<file path="src/rtl/sccb_init_sequencer.sv">
// sccb_init_sequencer: walks a {sub_addr, data} register ROM after power-up and issues
// one SCCB 3-phase write per entry, honouring delay entries, inter-write gaps and a write timeout.
module sccb_init_sequencer #(
    parameter int         SYS_CLK_FREQ   = 100_000_000,
    parameter logic [7:0] DEVICE_ADDR    = 8'h42,
    parameter int         ROM_DEPTH      = 256,
    parameter int         DELAY_CYCLES   = SYS_CLK_FREQ / 10,
    parameter int         TIMEOUT_CYCLES = SYS_CLK_FREQ / 50,
    parameter int         GAP_CYCLES     = 4
) (
    input  logic        i_clk,
    input  logic        i_reset_n,
    input  logic        i_start,
    output logic [7:0]  o_rom_addr,
    input  logic [15:0] i_rom_data,
    output logic [7:0]  o_main_addr,
    output logic [7:0]  o_sub_addr,
    output logic [7:0]  o_data,
    output logic [2:0]  o_phase,
    input  logic [2:0]  i_phase_done,
    output logic        o_busy,
    output logic        o_done,
    output logic        o_error,
    output logic [7:0]  o_reg_count
);
    typedef enum logic [3:0] {
        S_IDLE, S_FETCH, S_ROMWAIT, S_DECODE, S_ISSUE,
        S_WAITDONE, S_GAP, S_DELAY, S_DONE, S_ERROR
    } state_t;

    localparam logic [7:0] LAST_ADDR = 8'(ROM_DEPTH - 1);

    state_t      state_q, state_d;
    logic        start_q;
    logic [7:0]  addr_q, addr_d;
    logic [7:0]  sub_q, sub_d;
    logic [7:0]  data_q, data_d;
    logic [7:0]  count_q, count_d;
    logic [31:0] cnt_q, cnt_d;
    logic        start_rise;
    logic        unused_phase_done;

    assign start_rise        = i_start & ~start_q;
    assign unused_phase_done = ^i_phase_done[2:1];

    always_ff @(posedge i_clk or negedge i_reset_n) begin
        if (!i_reset_n) begin
            state_q <= S_IDLE;
            start_q <= 1'b0;
            addr_q  <= '0;
            sub_q   <= '0;
            data_q  <= '0;
            count_q <= '0;
            cnt_q   <= '0;
        end else begin
            state_q <= state_d;
            start_q <= i_start;
            addr_q  <= addr_d;
            sub_q   <= sub_d;
            data_q  <= data_d;
            count_q <= count_d;
            cnt_q   <= cnt_d;
        end
    end

    // One shared counter: delay countdown, timeout count-up, or gap countdown.
    always_comb begin
        state_d = state_q;
        addr_d  = addr_q;
        sub_d   = sub_q;
        data_d  = data_q;
        count_d = count_q;
        cnt_d   = cnt_q;
        case (state_q)
            S_IDLE, S_DONE, S_ERROR: begin
                if (start_rise) begin
                    addr_d  = '0;
                    count_d = '0;
                    state_d = S_FETCH;
                end
            end
            S_FETCH:   state_d = S_ROMWAIT;
            S_ROMWAIT: state_d = S_DECODE;
            S_DECODE: begin
                if (i_rom_data == 16'hFFFF) begin
                    state_d = S_DONE;
                end else if (i_rom_data == 16'hFFF0) begin
                    cnt_d   = 32'(DELAY_CYCLES - 1);
                    state_d = S_DELAY;
                end else begin
                    sub_d   = i_rom_data[15:8];
                    data_d  = i_rom_data[7:0];
                    cnt_d   = '0;
                    state_d = S_ISSUE;
                end
            end
            S_ISSUE: state_d = S_WAITDONE;
            S_WAITDONE: begin
                if (i_phase_done[0]) begin
                    count_d = (count_q == 8'hFF) ? count_q : count_q + 8'd1;
                    cnt_d   = 32'(GAP_CYCLES);
                    state_d = S_GAP;
                end else if (cnt_q == 32'(TIMEOUT_CYCLES - 1)) begin
                    state_d = S_ERROR;
                end else begin
                    cnt_d = cnt_q + 32'd1;
                end
            end
            // GAP spans GAP_CYCLES+1 cycles so the low time between writes is GAP_CYCLES+4.
            S_GAP, S_DELAY: begin
                if (cnt_q != '0) begin
                    cnt_d = cnt_q - 32'd1;
                end else if (addr_q == LAST_ADDR) begin
                    state_d = S_DONE;
                end else begin
                    addr_d  = addr_q + 8'd1;
                    state_d = S_FETCH;
                end
            end
            default: state_d = S_IDLE;
        endcase
    end

    assign o_rom_addr  = addr_q;
    assign o_main_addr = DEVICE_ADDR;
    assign o_sub_addr  = sub_q;
    assign o_data      = data_q;
    assign o_phase     = {2'b00, (state_q == S_ISSUE) || (state_q == S_WAITDONE)};
    assign o_busy      = !(state_q inside {S_IDLE, S_DONE, S_ERROR});
    assign o_done      = state_q == S_DONE;
    assign o_error     = state_q == S_ERROR;
    assign o_reg_count = count_q;
endmodule

</file>
<file path="config.mk">
export PLATFORM = sky130hd
export DESIGN_NAME = sccb_init_sequencer
export DESIGN_NICKNAME = d
export VERILOG_FILES = /design/src/rtl/sccb_init_sequencer.sv
export SDC_FILE = /design/constraint.sdc
export NUM_CORES = 1
export LEC_CHECK = 0
export ABC_AREA = 1
export BUFFER_PORTS_ARGS = -buffer_cell sky130_fd_sc_hd__clkbuf_2
export CORE_ASPECT_RATIO = 0.7
export CORE_MARGIN = 5
export CORE_UTILIZATION = 28
export CTS_BUF_LIST = sky130_fd_sc_hd__clkbuf_8
export CTS_CLUSTER_DIAMETER = 80
export DETAILED_ROUTE_END_ITERATION = 6
export REMOVE_ABC_BUFFERS = 1
export SKIP_CTS_REPAIR_TIMING = 1
export SYNTH_ARGS = -nofsm -noshare
export SYNTH_HDL_FRONTEND = slang
export SYNTH_SLANG_ARGS = --single-unit
</file>
<file path="constraint.sdc">
create_clock -name i_clk -period 1.7 [get_ports i_clk]
set_clock_uncertainty 0.15 [all_clocks]
set_input_delay 0.34 -clock i_clk [delete_from_list [all_inputs] [get_ports i_clk]]
set_output_delay 0.34 -clock i_clk [all_outputs]
set_load 0.01 [all_outputs]
</file>
==> results by group, run 1 <==
Status
  • Status: finished, violations left
  • Failing checks: negative setup slack

Setup path
  • Critical R2R Launch: cnt_q[21]$_DFFE_PN0P_
  • WS Path Type: flip-flop to flip-flop
  • Worst Setup Start Kind: flip-flop
  • Setup crit end kind: flip-flop
  • Worst path top cell family by delay: simple AND/OR/NAND/NOR gates
  • Critical Path RT: between 1.5 and 2 ns
  • Critical R2R Capture: cnt_q[10]$_DFFE_PN0P_
  • Chain of cells forming the critical path: buf_6, nor3_4, nand4_1, nor3_4, buf_12, nor2_4, buf_12, nand2_1, nand2_1
  • Slowest CP cell: dfrtp_2
  • Reg2reg setup slack: -0.37 ns
  • Worst path max stage delay: between 0.4 and 0.5 ns
  • Critical Path AT: 2.16 ns
  • Critical-path maximum fanout: 16
  • Worst r2r path cells: 9
  • Critical path buffers and inverters: 3

Die
  • I/O Pins: 68
  • Die span in y: 130 um
  • Rows: 43
  • Die X: about 180 um
  • Die ar.: 0.0236 mm^2
  • Core area: ~0.020 mm^2
  • Initial core utilization: 0.287

Power
  • Internal power: ~8.4 mW
  • Sw Share: 0.515
  • Logic pwr share: 0.753
  • Static leakage: roughly 4.3 nW
  • Maximum VDD drop: between 1 and 1.5 mV
  • Final Power: 17.3 mW
  • Sequential Power Share: 0.158
  • Clk pwr share: 0.089
  • Pwr Density: between 2000 and 2500 mW/mm^2
  • P_sw: about 9 mW

GRT
  • GRT Resource Usage Total: 0.173
  • Vias in the first global route: 6,081
  • Initial antenna violation count: 0
  • First-pass GRT wire length: roughly 33 mm
  • Grt ovf: 0
  • Largest net degree at the start of global routing: 33

Finish
  • Nets: around 1,200
  • P&R area growth vs syn: 44.0%
  • Design area: just over 0.008 mm^2
  • N_diodes: 0
  • Share of cells above drive strength 1: 0.332

Drt
  • Pre-Repair DR Iteration Count: 5
  • Via-to-Cell Ratio: roughly 4.7
  • Antenna violation net count after detailed routing: 0
  • WL final: ~21 mm
  • WL/cell: 14.6 um
  • First DRT Iteration DRCs: about 680
  • Vias: 6,799
  • DRC viols: 0

Clocking
  • Root buffer cell: clkbuf_8
  • Max Root-Sink Buffers: 2
  • H-tree levels: 3
  • Clk slew on worst S/H paths: 0.09 ns
  • Sink Count: 69
  • Clock Latency Late Sink: 0.37 ns
  • CTS tree: done
  • Inserted Clock Buffers: 9

Place
  • Final HPWL DP: 15.9 mm
  • GP Congestion: 0.961
  • Post-DP Area: ~0.0076 mm^2
  • PortBufs: 55

Logic synthesis
  • Post-synth EDFFs: 0
  • Top post-synthesis cells by count: nand2_1, nor2_1, nand3_1
  • Synth async-reset ratio: 1.00
  • Syn avg cell area: 6.13 um^2
  • Synth warn: 0
  • Main synth FF type: dfrtp_1
  • Most common cell in the netlist: nand2_1
  • #FFs+latches synth: 69
  • Mapped Area: 0.00575 mm^2
  • Largest area contributor in the netlist: dfrtp_1
  • Post-synthesis sequential area ratio: 0.300
  • Synth top area share: 0.300
  • Unique masters post-synth: 36
  • Synth top area cells: dfrtp_1, nand2_1, nor2_1
  • Mapped Cells: roughly 940

Timing
  • Setup violators final: 51
  • Fin. Hold Viols: 0
  • FMAX: 484 MHz
  • Hold Slack: 0.0689 ns
  • Final period utilization: 1.21
  • Final min period: 2.07 ns
  • Fin. max-slew vios: 0
  • Setup slack after layout: -0.365 ns
  • RSZ-0062 raised after global routing: true

Worst hold path
  • Hold Crit Depth: 3
  • Hold Crit Start: i_rom_data[8]
  • Hold Crit Class: input port to flip-flop
  • Endpoint, Worst Hold: o_sub_addr[0]$_DFFE_PN0P_

Flow run
  • Max-cap viol count: 0
-- registers in the layout (all words and copies together) (netlist names) --
register / cells
cnt_q: 32
o_data: 8
o_sub_addr: 8
o_reg_count: 8
o_rom_addr: 8
start_q: 1
state_q: 4
-- through the flow --
stage               TNS (ns)  worst slack (ns)  utilization  instances
floorplan             -43.39             -1.08            -        897
global placement      -21.82            -0.485        0.382       1418
detailed placement    -23.86            -0.566        0.382       1418
CTS                   -26.21            -0.596        0.392       1433
global route          -19.13            -0.433        0.414       1447
finish                -14.65            -0.365        0.414       1447
-- cells by family (layout without fill, tap and decap cells) --
| logic type | after synthesis | in the layout | synth area share |
|---|---|---|---|
| AO/OA/AOI/OAI | 93 | 93 | 0.0931 |
| XOR/XNOR | 8 | 8 | 0.0122 |
| adder cells (fa/ha/maj) | 5 | 5 | 0.0109 |
| buffers and inverters | 134 | 360 | 0.109 |
| flip-flops | 69 | 69 | 0.300 |
| other | 2 | 10 | 0.00131 |
| AND/OR/NAND/NOR | 628 | 632 | 0.473 |
-- how the worst max path moves through the flow --
stage                                       from                        end  slack (ns)  cells past startpoint
final                      cnt_q[21]$_DFFE_PN0P_      cnt_q[10]$_DFFE_PN0P_       -0.37                      9
after global placement      cnt_q[1]$_DFFE_PN0P_      cnt_q[19]$_DFFE_PN0P_       -0.48                     11
after detailed placement  state_q[2]$_DFFE_PN0P_       cnt_q[1]$_DFFE_PN0P_       -0.57                      9
after global routing       cnt_q[21]$_DFFE_PN0P_      cnt_q[10]$_DFFE_PN0P_       -0.43                      9
after floorplan           state_q[3]$_DFFE_PN0P_  o_rom_addr[3]$_DFFE_PN0P_       -1.08                      9
after CTS                   cnt_q[1]$_DFFE_PN0P_       cnt_q[1]$_DFFE_PN0P_       -0.60                     11
-- worst min-delay path, delay by kind of cell --
kind | cells | cell delay (ns)
AND/OR/NAND/NOR | 2 | 0.12
buffers and inverters | 1 | 0.09
-- layout by cell type (no fill, tap or decap), drive strengths merged --
cell type,netlist,routed
dfrtp,69,69
inv,83,83
bufinv,0,2
a21oi,21,21
dlygate4sd3,0,2
nand2,352,353
xor2,8,8
o2111ai,1,1
or2,4,4
o31ai,5,5
nor2,149,152
conb,2,10
clkinvlp,0,2
o211ai,4,4
nor3,8,8
clkinv,1,3
clkbuf,9,61
nand3b,1,1
nand4,17,17
nand3,96,96
o21a,1,1
a31oi,1,1
o21ai,60,60
ha,5,5
buf,41,207
and3,1,1
-- power groups by stage --
stage | Combinational (mW) | Clock [mW] | Sequential [mW]
finish | 13.0 | 1.54 | 2.74
CTS | 11.7 | 1.59 | 2.70
floorplan | 6.08 | 0 | 2.93
detailed placement | 11.6 | 0 | 2.72
global placement | 11.5 | 0 | 2.72
global route | 14.2 | 1.66 | 2.79
-- cell type report --
type	count	area [um^2]
clock inverters	6	88.8
repair buffers	261	2010
inverters	84	318
well taps	270	338
fillers	2145	11700
flip-flops and latches	69	1740
multi-input cells	748	3670
clock buffers	9	124
-- metal layers --
metal	part of all wire	global-route usage	up-vias
met5	0	0	-
met4	0.0062	0.0300	0
met3	0.090	0.0343	16
met2	0.38	0.233	243
met1	0.52	0.282	3118
li1	-	-	3422
Power figures use the tool's default switching activity.
==> run 2: changes to the inputs <==
BUFFER_PORTS_ARGS = -buffer_cell sky130_fd_sc_hd__buf_4   (was -buffer_cell sky130_fd_sc_hd__clkbuf_2)
CORE_ASPECT_RATIO = 1.1   (was 0.7)
CORE_UTILIZATION = 32   (was 28)
==> run 2 against run 1 <==
Effect of this change: the run still ends with negative setup slack left; die area shrank 12%; combinational power grew 5%; global-route usage grew 0.65 points; critical path depth stayed put; critical path type unchanged; critical endpoint is now cnt_q[21]$_DFFE_PN0P_; largest cell class unchanged; highest routed layer unchanged.
==> results by group, run 2 (synthesis gave the netlist of run 1 again) <==
Status
  • Status: finished, violations left (unchanged)
  • Failing checks: negative setup slack (unchanged)

Setup path
  • Slowest CP cell: dfrtp_2 (unchanged)
  • Critical R2R Capture: cnt_q[21]$_DFFE_PN0P_ (was cnt_q[10]$_DFFE_PN0P_)
  • Setup crit end kind: flip-flop (unchanged)
  • Worst Setup Start Kind: flip-flop (unchanged)
  • Worst Setup SP: cnt_q[21]$_DFFE_PN0P_ (unchanged)
  • Reg2reg setup slack: -0.34 ns (was -0.37 ns)
  • WS Path Type: flip-flop to flip-flop (unchanged)
  • End of the critical path: cnt_q[21]$_DFFE_PN0P_ (was cnt_q[10]$_DFFE_PN0P_)
  • Critical Path AT: 2.16 ns (about the same)
  • Critical-path maximum fanout: 6 (was 16)
  • Chain of cells forming the critical path: buf_6, nor3_4, nand4_1, nor3_4, buf_12, nor2_4, clkbuf_16, nand2_2, nand2_1 (was buf_6, nor3_4, nand4_1, nor3_4, buf_12, nor2_4, buf_12, nand2_1, nand2_1)
  • Most frequent CP cell: nor3_4
  • Critical Path RT: 1.83 ns (was 1.80 ns)
  • Worst path max stage delay: 0.45 ns (was 0.46 ns)
  • Worst r2r path cells: 9 (unchanged)
  • Critical R2R Launch: cnt_q[21]$_DFFE_PN0P_ (unchanged)

Power
  • Maximum VDD drop: 0.911 mV (was 1.02 mV)
  • Sw Share: 0.507 (was 0.515)
  • Internal power: 8.78 mW (was 8.40 mW)
  • P_sw: 9.04 mW (was 8.92 mW)
  • Sequential Power Share: 0.148 (was 0.158)
  • Clk pwr share: 0.083 (was 0.089)
  • Pwr Density: 2100 mW/mm^2 (was 2090 mW/mm^2)
  • Logic pwr share: 0.769 (was 0.753)
  • Static leakage: 4.37 nW (was 4.32 nW)

Finish
  • Max FFs per register: 32 (unchanged)
  • P&R area growth vs syn: 47.8% (was 44.0%)
  • Commonest non-fill, non-tap cell in the layout: nand2_1 (unchanged)
  • Nets: 1,191 (was 1,200)
  • Design area: 0.00850 mm^2 (was 0.00829 mm^2)
  • Largest register by flop count: cnt_q (unchanged)
  • Commonest non-fill, non-tap cells in the layout: nand2_1, buf_4, nor2_1 (unchanged)
  • N_diodes: 0 (unchanged)
  • Share of cells above drive strength 1: 0.351 (was 0.332)

Die
  • Rows: 51 (was 43)
  • I/O Pins: 68 (unchanged)
  • Core area: 0.0177 mm^2 (was 0.0200 mm^2)
  • Die span in y: 151 um (was 130 um)
  • Die ar.: 0.0208 mm^2 (was 0.0236 mm^2)
  • Die X: 138 um (was 181 um)
  • Initial core utilization: 0.325 (was 0.287)

Clocking
  • CTS tree: done (unchanged)
  • Clk slew on worst S/H paths: 0.09 ns (about the same)
  • Max Root-Sink Buffers: 2 (unchanged)
  • Clock Latency Late Sink: 0.38 ns (was 0.37 ns)
  • Inserted Clock Buffers: 9 (unchanged)
  • H-tree levels: 3 (unchanged)
  • Sink Count: 69 (unchanged)
  • Root buffer cell: clkbuf_8 (unchanged)

Timing
  • RSZ-0062 raised after global routing: true (unchanged)
  • FMAX: 491 MHz (was 484 MHz)
  • Setup slack after layout: -0.337 ns (was -0.365 ns)
  • Fin. max-slew vios: 0 (unchanged)
  • Setup violators final: 55 (was 51)
  • Final min period: 2.04 ns (was 2.07 ns)
  • Fin. Hold Viols: 0 (unchanged)
  • Final period utilization: 1.20 (was 1.21)

GRT
  • First-pass GRT wire length: 29.5 mm (was 32.8 mm)
  • Vias in the first global route: 6,099 (was 6,081)
  • Grt ovf: 0 (unchanged)
  • Initial antenna violation count: 0 (unchanged)
  • GRT Resource Usage Total: 0.180 (was 0.173)
  • Largest net degree at the start of global routing: 33 (unchanged)

Place
  • Placement Setup Slack: -0.590 ns (was -0.566 ns)
  • PortBufs: 55 (unchanged)
  • Final HPWL DP: 14.0 mm (was 15.9 mm)
  • Post-DP Area: 0.00757 mm^2 (was 0.00764 mm^2)
  • GP Congestion: 0.898 (was 0.961)

Drt
  • Pre-Repair DR Iteration Count: 5 (unchanged)
  • Antenna violation net count after detailed routing: 0 (unchanged)
  • Vias: 6,701 (was 6,799)
  • WL final: 19.7 mm (was 21.1 mm)
  • First DRT Iteration DRCs: 461 (was 683)
  • WL/cell: 14.0 um (was 14.6 um)
  • Via-to-Cell Ratio: 4.76 (was 4.70)
  • DRC viols: 0 (unchanged)

Worst hold path
  • Hold Crit Class: input port to flip-flop (unchanged)

Flow run
  • Max-cap viol count: 0 (unchanged)
[run 2: cell count changes in the layout (fill, tap and decap cells not counted), sizes merged]
cell    change
clkbuf     -51
buf        +42
clkinv      -1
bufinv      -1
inv         +3
[run 2: power by group through the flow]
stage                     logic, mW  clock network [mW]  registers, mW
after floorplan                6.08                   0           2.93
after global placement         11.5                   0           2.63
after detailed placement       11.7                   0           2.64
after CTS                      11.7                1.52           2.62
after global routing           15.0                1.58           2.70
final                          13.7                1.48           2.64
[run 2: stage by stage]
| stage | std cells | utilization | hold WS, ns | total power, mW | TNS (ns) |
|---|---|---|---|---|---|
| after CTS | 1381 | 0.440 | -0.292 | 15.8 | -25.14 |
| after global routing | 1407 | 0.481 | 0.0424 | 19.3 | -18.00 |
| final | 1407 | 0.481 | 0.0446 | 17.8 | -14.12 |
| after detailed placement | 1365 | 0.428 | 0.134 | 14.3 | -23.04 |
| after global placement | 1365 | 0.428 | 0.128 | 14.2 | -19.26 |
| after floorplan | 897 | - | -0.106 | 9.01 | -43.39 |
[run 2: cell type report]
class	count	area [um^2]
fill	1751	9170
multi-input combinational	748	3830
timing repair buffer	252	2110
sequential	69	1730
inverter	84	323
tap	238	298
clock buffer	9	124
clock inverter	7	82.6
[run 2: worst min path at each step]
stage,from,to,cells past startpoint
2_1_floorplan,i_reset_n,cnt_q[0]$_DFFE_PN0P_,0
3_3_place_gp,i_reset_n,o_rom_addr[2]$_DFFE_PN0P_,1
6_report,i_rom_data[6],o_data[6]$_DFFE_PN0P_,3
4_1_cts,i_reset_n,o_rom_addr[2]$_DFFE_PN0P_,1
5_1_grt,i_rom_data[13],o_sub_addr[5]$_DFFE_PN0P_,3
3_5_place_dp,i_reset_n,o_rom_addr[2]$_DFFE_PN0P_,1
[run 2: worst max-delay path: cells and delay by family, from the launching register on]
kind / cells / cell delay, ns
flip-flops: 1 / 0.45
buffers and inverters: 3 / 0.47
AND/OR/NAND/NOR: 6 / 0.85
[run 2: routing by layer]
metal	GRT usage	share of wire	vias up
met5	0	0	-
met4	0.0657	0.032	0
met3	0.0237	0.054	41
met2	0.311	0.48	189
met1	0.228	0.43	3051
li1	-	-	3420
==> run 3: changes to the inputs <==
clock period = 2.6 ns   (was 1.7 ns; I/O delays follow)
==> run 3 against run 2 <==
Effect of this change: the run now ends clean; sequential cell count did not move; maximum frequency decreased by 9.9%; clock power fell by 28%; critical endpoint is now cnt_q[19]$_DFFE_PN0P_; largest cell class unchanged; via count fell by 11%; non-clock buffer count decreased by 169; sequential share of layout area rose by 5.6 points; cell count decreased by 12%; global-route usage decreased by 1.1 points; critical path type unchanged; utilization down 11 points; setup slack better by 0.68 ns; wire length fell by 13%; clock-buffer cell count up 1.
==> results by group, run 3 (synthesis gave the netlist of run 1 again) <==
Finish
  • Max FFs per register: 32 (unchanged)
  • P&R area growth vs syn: 15.5% (was 47.8%)
  • Fillcell total: 1,946 (was 1,751)
  • Commonest non-fill, non-tap cells in the layout: nand2_1, nor2_1, nand3_1 (was nand2_1, buf_4, nor2_1)
  • Nets: 1,018 (was 1,191)
  • N_diodes: 0 (unchanged)
  • Largest register by flop count: cnt_q (unchanged)
  • Commonest non-fill, non-tap cell in the layout: nand2_1 (unchanged)
  • Share of cells above drive strength 1: 0.153 (was 0.351)
  • Non-filler cells, final: 1,234 (was 1,407)
  • Multi-input gate area: 0.00344 mm^2 (was 0.00383 mm^2)
  • Post-layout util: 0.376 (was 0.481)
  • FF/Latch Area: 0.00173 mm^2 (about the same)

Timing
  • Fin. max-slew vios: 0 (unchanged)
  • RSZ-0062 raised after global routing: false (was true)
  • Setup TNS: 0 ns (was -14.12 ns)
  • FMAX: 442 MHz (was 491 MHz)
  • Final period utilization: 0.870 (was 1.20)
  • Worst Tran Pin Value: ~0.84 ns
  • Final min period: 2.26 ns (was 2.04 ns)
  • Setup violators final: 0 (was 55)
  • Max-slew headroom: 0.438
  • Fin. Hold Viols: 0 (unchanged)

Die
  • Die span in y: 151 um (unchanged)
  • Core area: 0.0177 mm^2 (unchanged)
  • Die X: 138 um (unchanged)
  • I/O Pins: 68 (unchanged)
  • Rows: 51 (unchanged)
  • Die ar.: 0.0208 mm^2 (unchanged)
  • Initial core utilization: 0.325 (unchanged)

Place
  • GP Congestion: 0.935 (was 0.898)
  • PortBufs: 55 (unchanged)
  • Cells after DPL: 1,217 (was 1,365)
  • Final HPWL DP: 12.9 mm (was 14.0 mm)

Clocking
  • Max Root-Sink Buffers: 2 (unchanged)
  • Clk slew on worst S/H paths: 0.09 ns (about the same)
  • CTS tree: done (unchanged)
  • H-tree levels: 3 (unchanged)
  • Clock Latency Late Sink: 0.39 ns (was 0.38 ns)
  • Inserted Clock Buffers: 9 (unchanged)
  • Root buffer cell: clkbuf_8 (unchanged)
  • Sink Count: 69 (unchanged)

Drt
  • First DRT Iteration DRCs: 490 (was 461)
  • Via-to-Cell Ratio: 4.81 (was 4.76)
  • Pre-Repair DR Iteration Count: 5 (unchanged)
  • Vias: 5,935 (was 6,701)
  • WL/cell: 13.8 um (was 14.0 um)
  • WL final: 17.1 mm (was 19.7 mm)
  • DRC viols: 0 (unchanged)
  • Antenna violation net count after detailed routing: 0 (unchanged)

Setup path
  • Critical R2R Launch: state_q[3]$_DFFE_PN0P_ (was cnt_q[21]$_DFFE_PN0P_)
  • Critical Path AT: 2.43 ns (was 2.16 ns)
  • Worst Setup SP: state_q[3]$_DFFE_PN0P_ (was cnt_q[21]$_DFFE_PN0P_)
  • Critical Path RT: 2.77 ns (was 1.83 ns)
  • WS Path Type: flip-flop to flip-flop (unchanged)
  • Worst Setup Start Kind: flip-flop (unchanged)
  • Critical-path maximum fanout: 32 (was 6)
  • Setup crit end kind: flip-flop (unchanged)

Power
  • Pwr Density: 1330 mW/mm^2 (was 2100 mW/mm^2)
  • Static leakage: 3.40 nW (was 4.37 nW)
  • Maximum VDD drop: 0.499 mV (was 0.911 mV)

GRT
  • Initial antenna violation count: 0 (unchanged)
  • Largest net degree at the start of global routing: 47 (was 33)
  • First-pass GRT wire length: 27.7 mm (was 29.5 mm)
  • Grt ovf: 0 (unchanged)
  • Vias in the first global route: 5,496 (was 6,099)
  • GRT Resource Usage Total: 0.169 (was 0.180)

Flow run
  • Max-cap viol count: 0 (unchanged)

Status
  • Status: completed (was finished, violations left)

Worst hold path
  • Hold Crit Class: input port to flip-flop (unchanged)
  • Hold Crit Start: i_start (was i_rom_data[6])
-- run 3: cell types whose count changed in the layout (fill, tap and decap cells not counted), moves of 7 or more --
cell and delta:
buf_4 -138, nor2_2 -11, buf_6 -20, o21ai_0 +8, nor2_1 +21, nand2_1 +44, o21ai_1 -7, buf_12 -9
nand2_2 -38, nor2_4 -13
-- run 3: worst paths after layout --
| path | endpoint | slack [ns] | cells past startpoint |
|---|---|---|---|
| max | cnt_q[19]$_DFFE_PN0P_ | 0.34 | 9 |
| min | start_q$_DFF_PN0_ | 0.10 | 1 |
| max reg2reg | cnt_q[19]$_DFFE_PN0P_ | 0.34 | 9 |
| min reg2reg | o_data[7]$_DFFE_PN0P_ | 0.33 | 2 |
| max in group asynchronous | cnt_q[8]$_DFFE_PN0P_ | 1.29 | 3 |
| min in group asynchronous | o_rom_addr[1]$_DFFE_PN0P_ | 0.42 | 2 |
-- run 3: layout make-up --
type                            instances  area share
Inverter                               84      0.0475
Clock buffer                           10      0.0207
Clock inverter                          6      0.0138
Multi-Input combinational cell        744       0.517
Sequential cell                        69       0.260
Timing Repair Buffer                   83      0.0961
Tap cell                              238      0.0448
-- run 3: critical path, cell delays in order (launching register included) --
cell	delay, ns
dfrtp_1	0.44
nor2_1	0.20
nand3_1	0.13
clkinv_1	0.10
nor2_1	0.05
a21oi_2	0.17
nand2_2	0.08
nor2_4	0.65
nand2_1	0.13
nand2_1	0.09
-- run 3: where the power goes --
part | total, mW | internal, mW | switching, mW
combinational | 5.89 | 1.93 | 3.96
sequential | 1.87 | 1.43 | 0.441
clock | 1.07 | 0.573 | 0.495
total | 8.83 | 3.93 | 4.90
-- run 3: layer usage --
metal | GRT usage | routed length (um)
met5 | 0 | 0
met4 | 0.0771 | 539
met3 | 0.0251 | 984
met2 | 0.278 | 7840
met1 | 0.217 | 7690
-- run 3: stage by stage --
| stage | power, mW | setup slack [ns] | cell area (um^2) | hold slack [ns] |
|---|---|---|---|---|
| floorplan | 5.89 | -0.181 | 5470 | 0.0744 |
| global route | 9.70 | 0.0662 | 6640 | 0.0929 |
| detailed placement | 7.73 | 0.129 | 6400 | 0.309 |
| global placement | 7.70 | 0.150 | 6400 | 0.306 |
| CTS | 8.84 | 0.188 | 6630 | -0.122 |
| finish | 8.83 | 0.339 | 6640 | 0.102 |
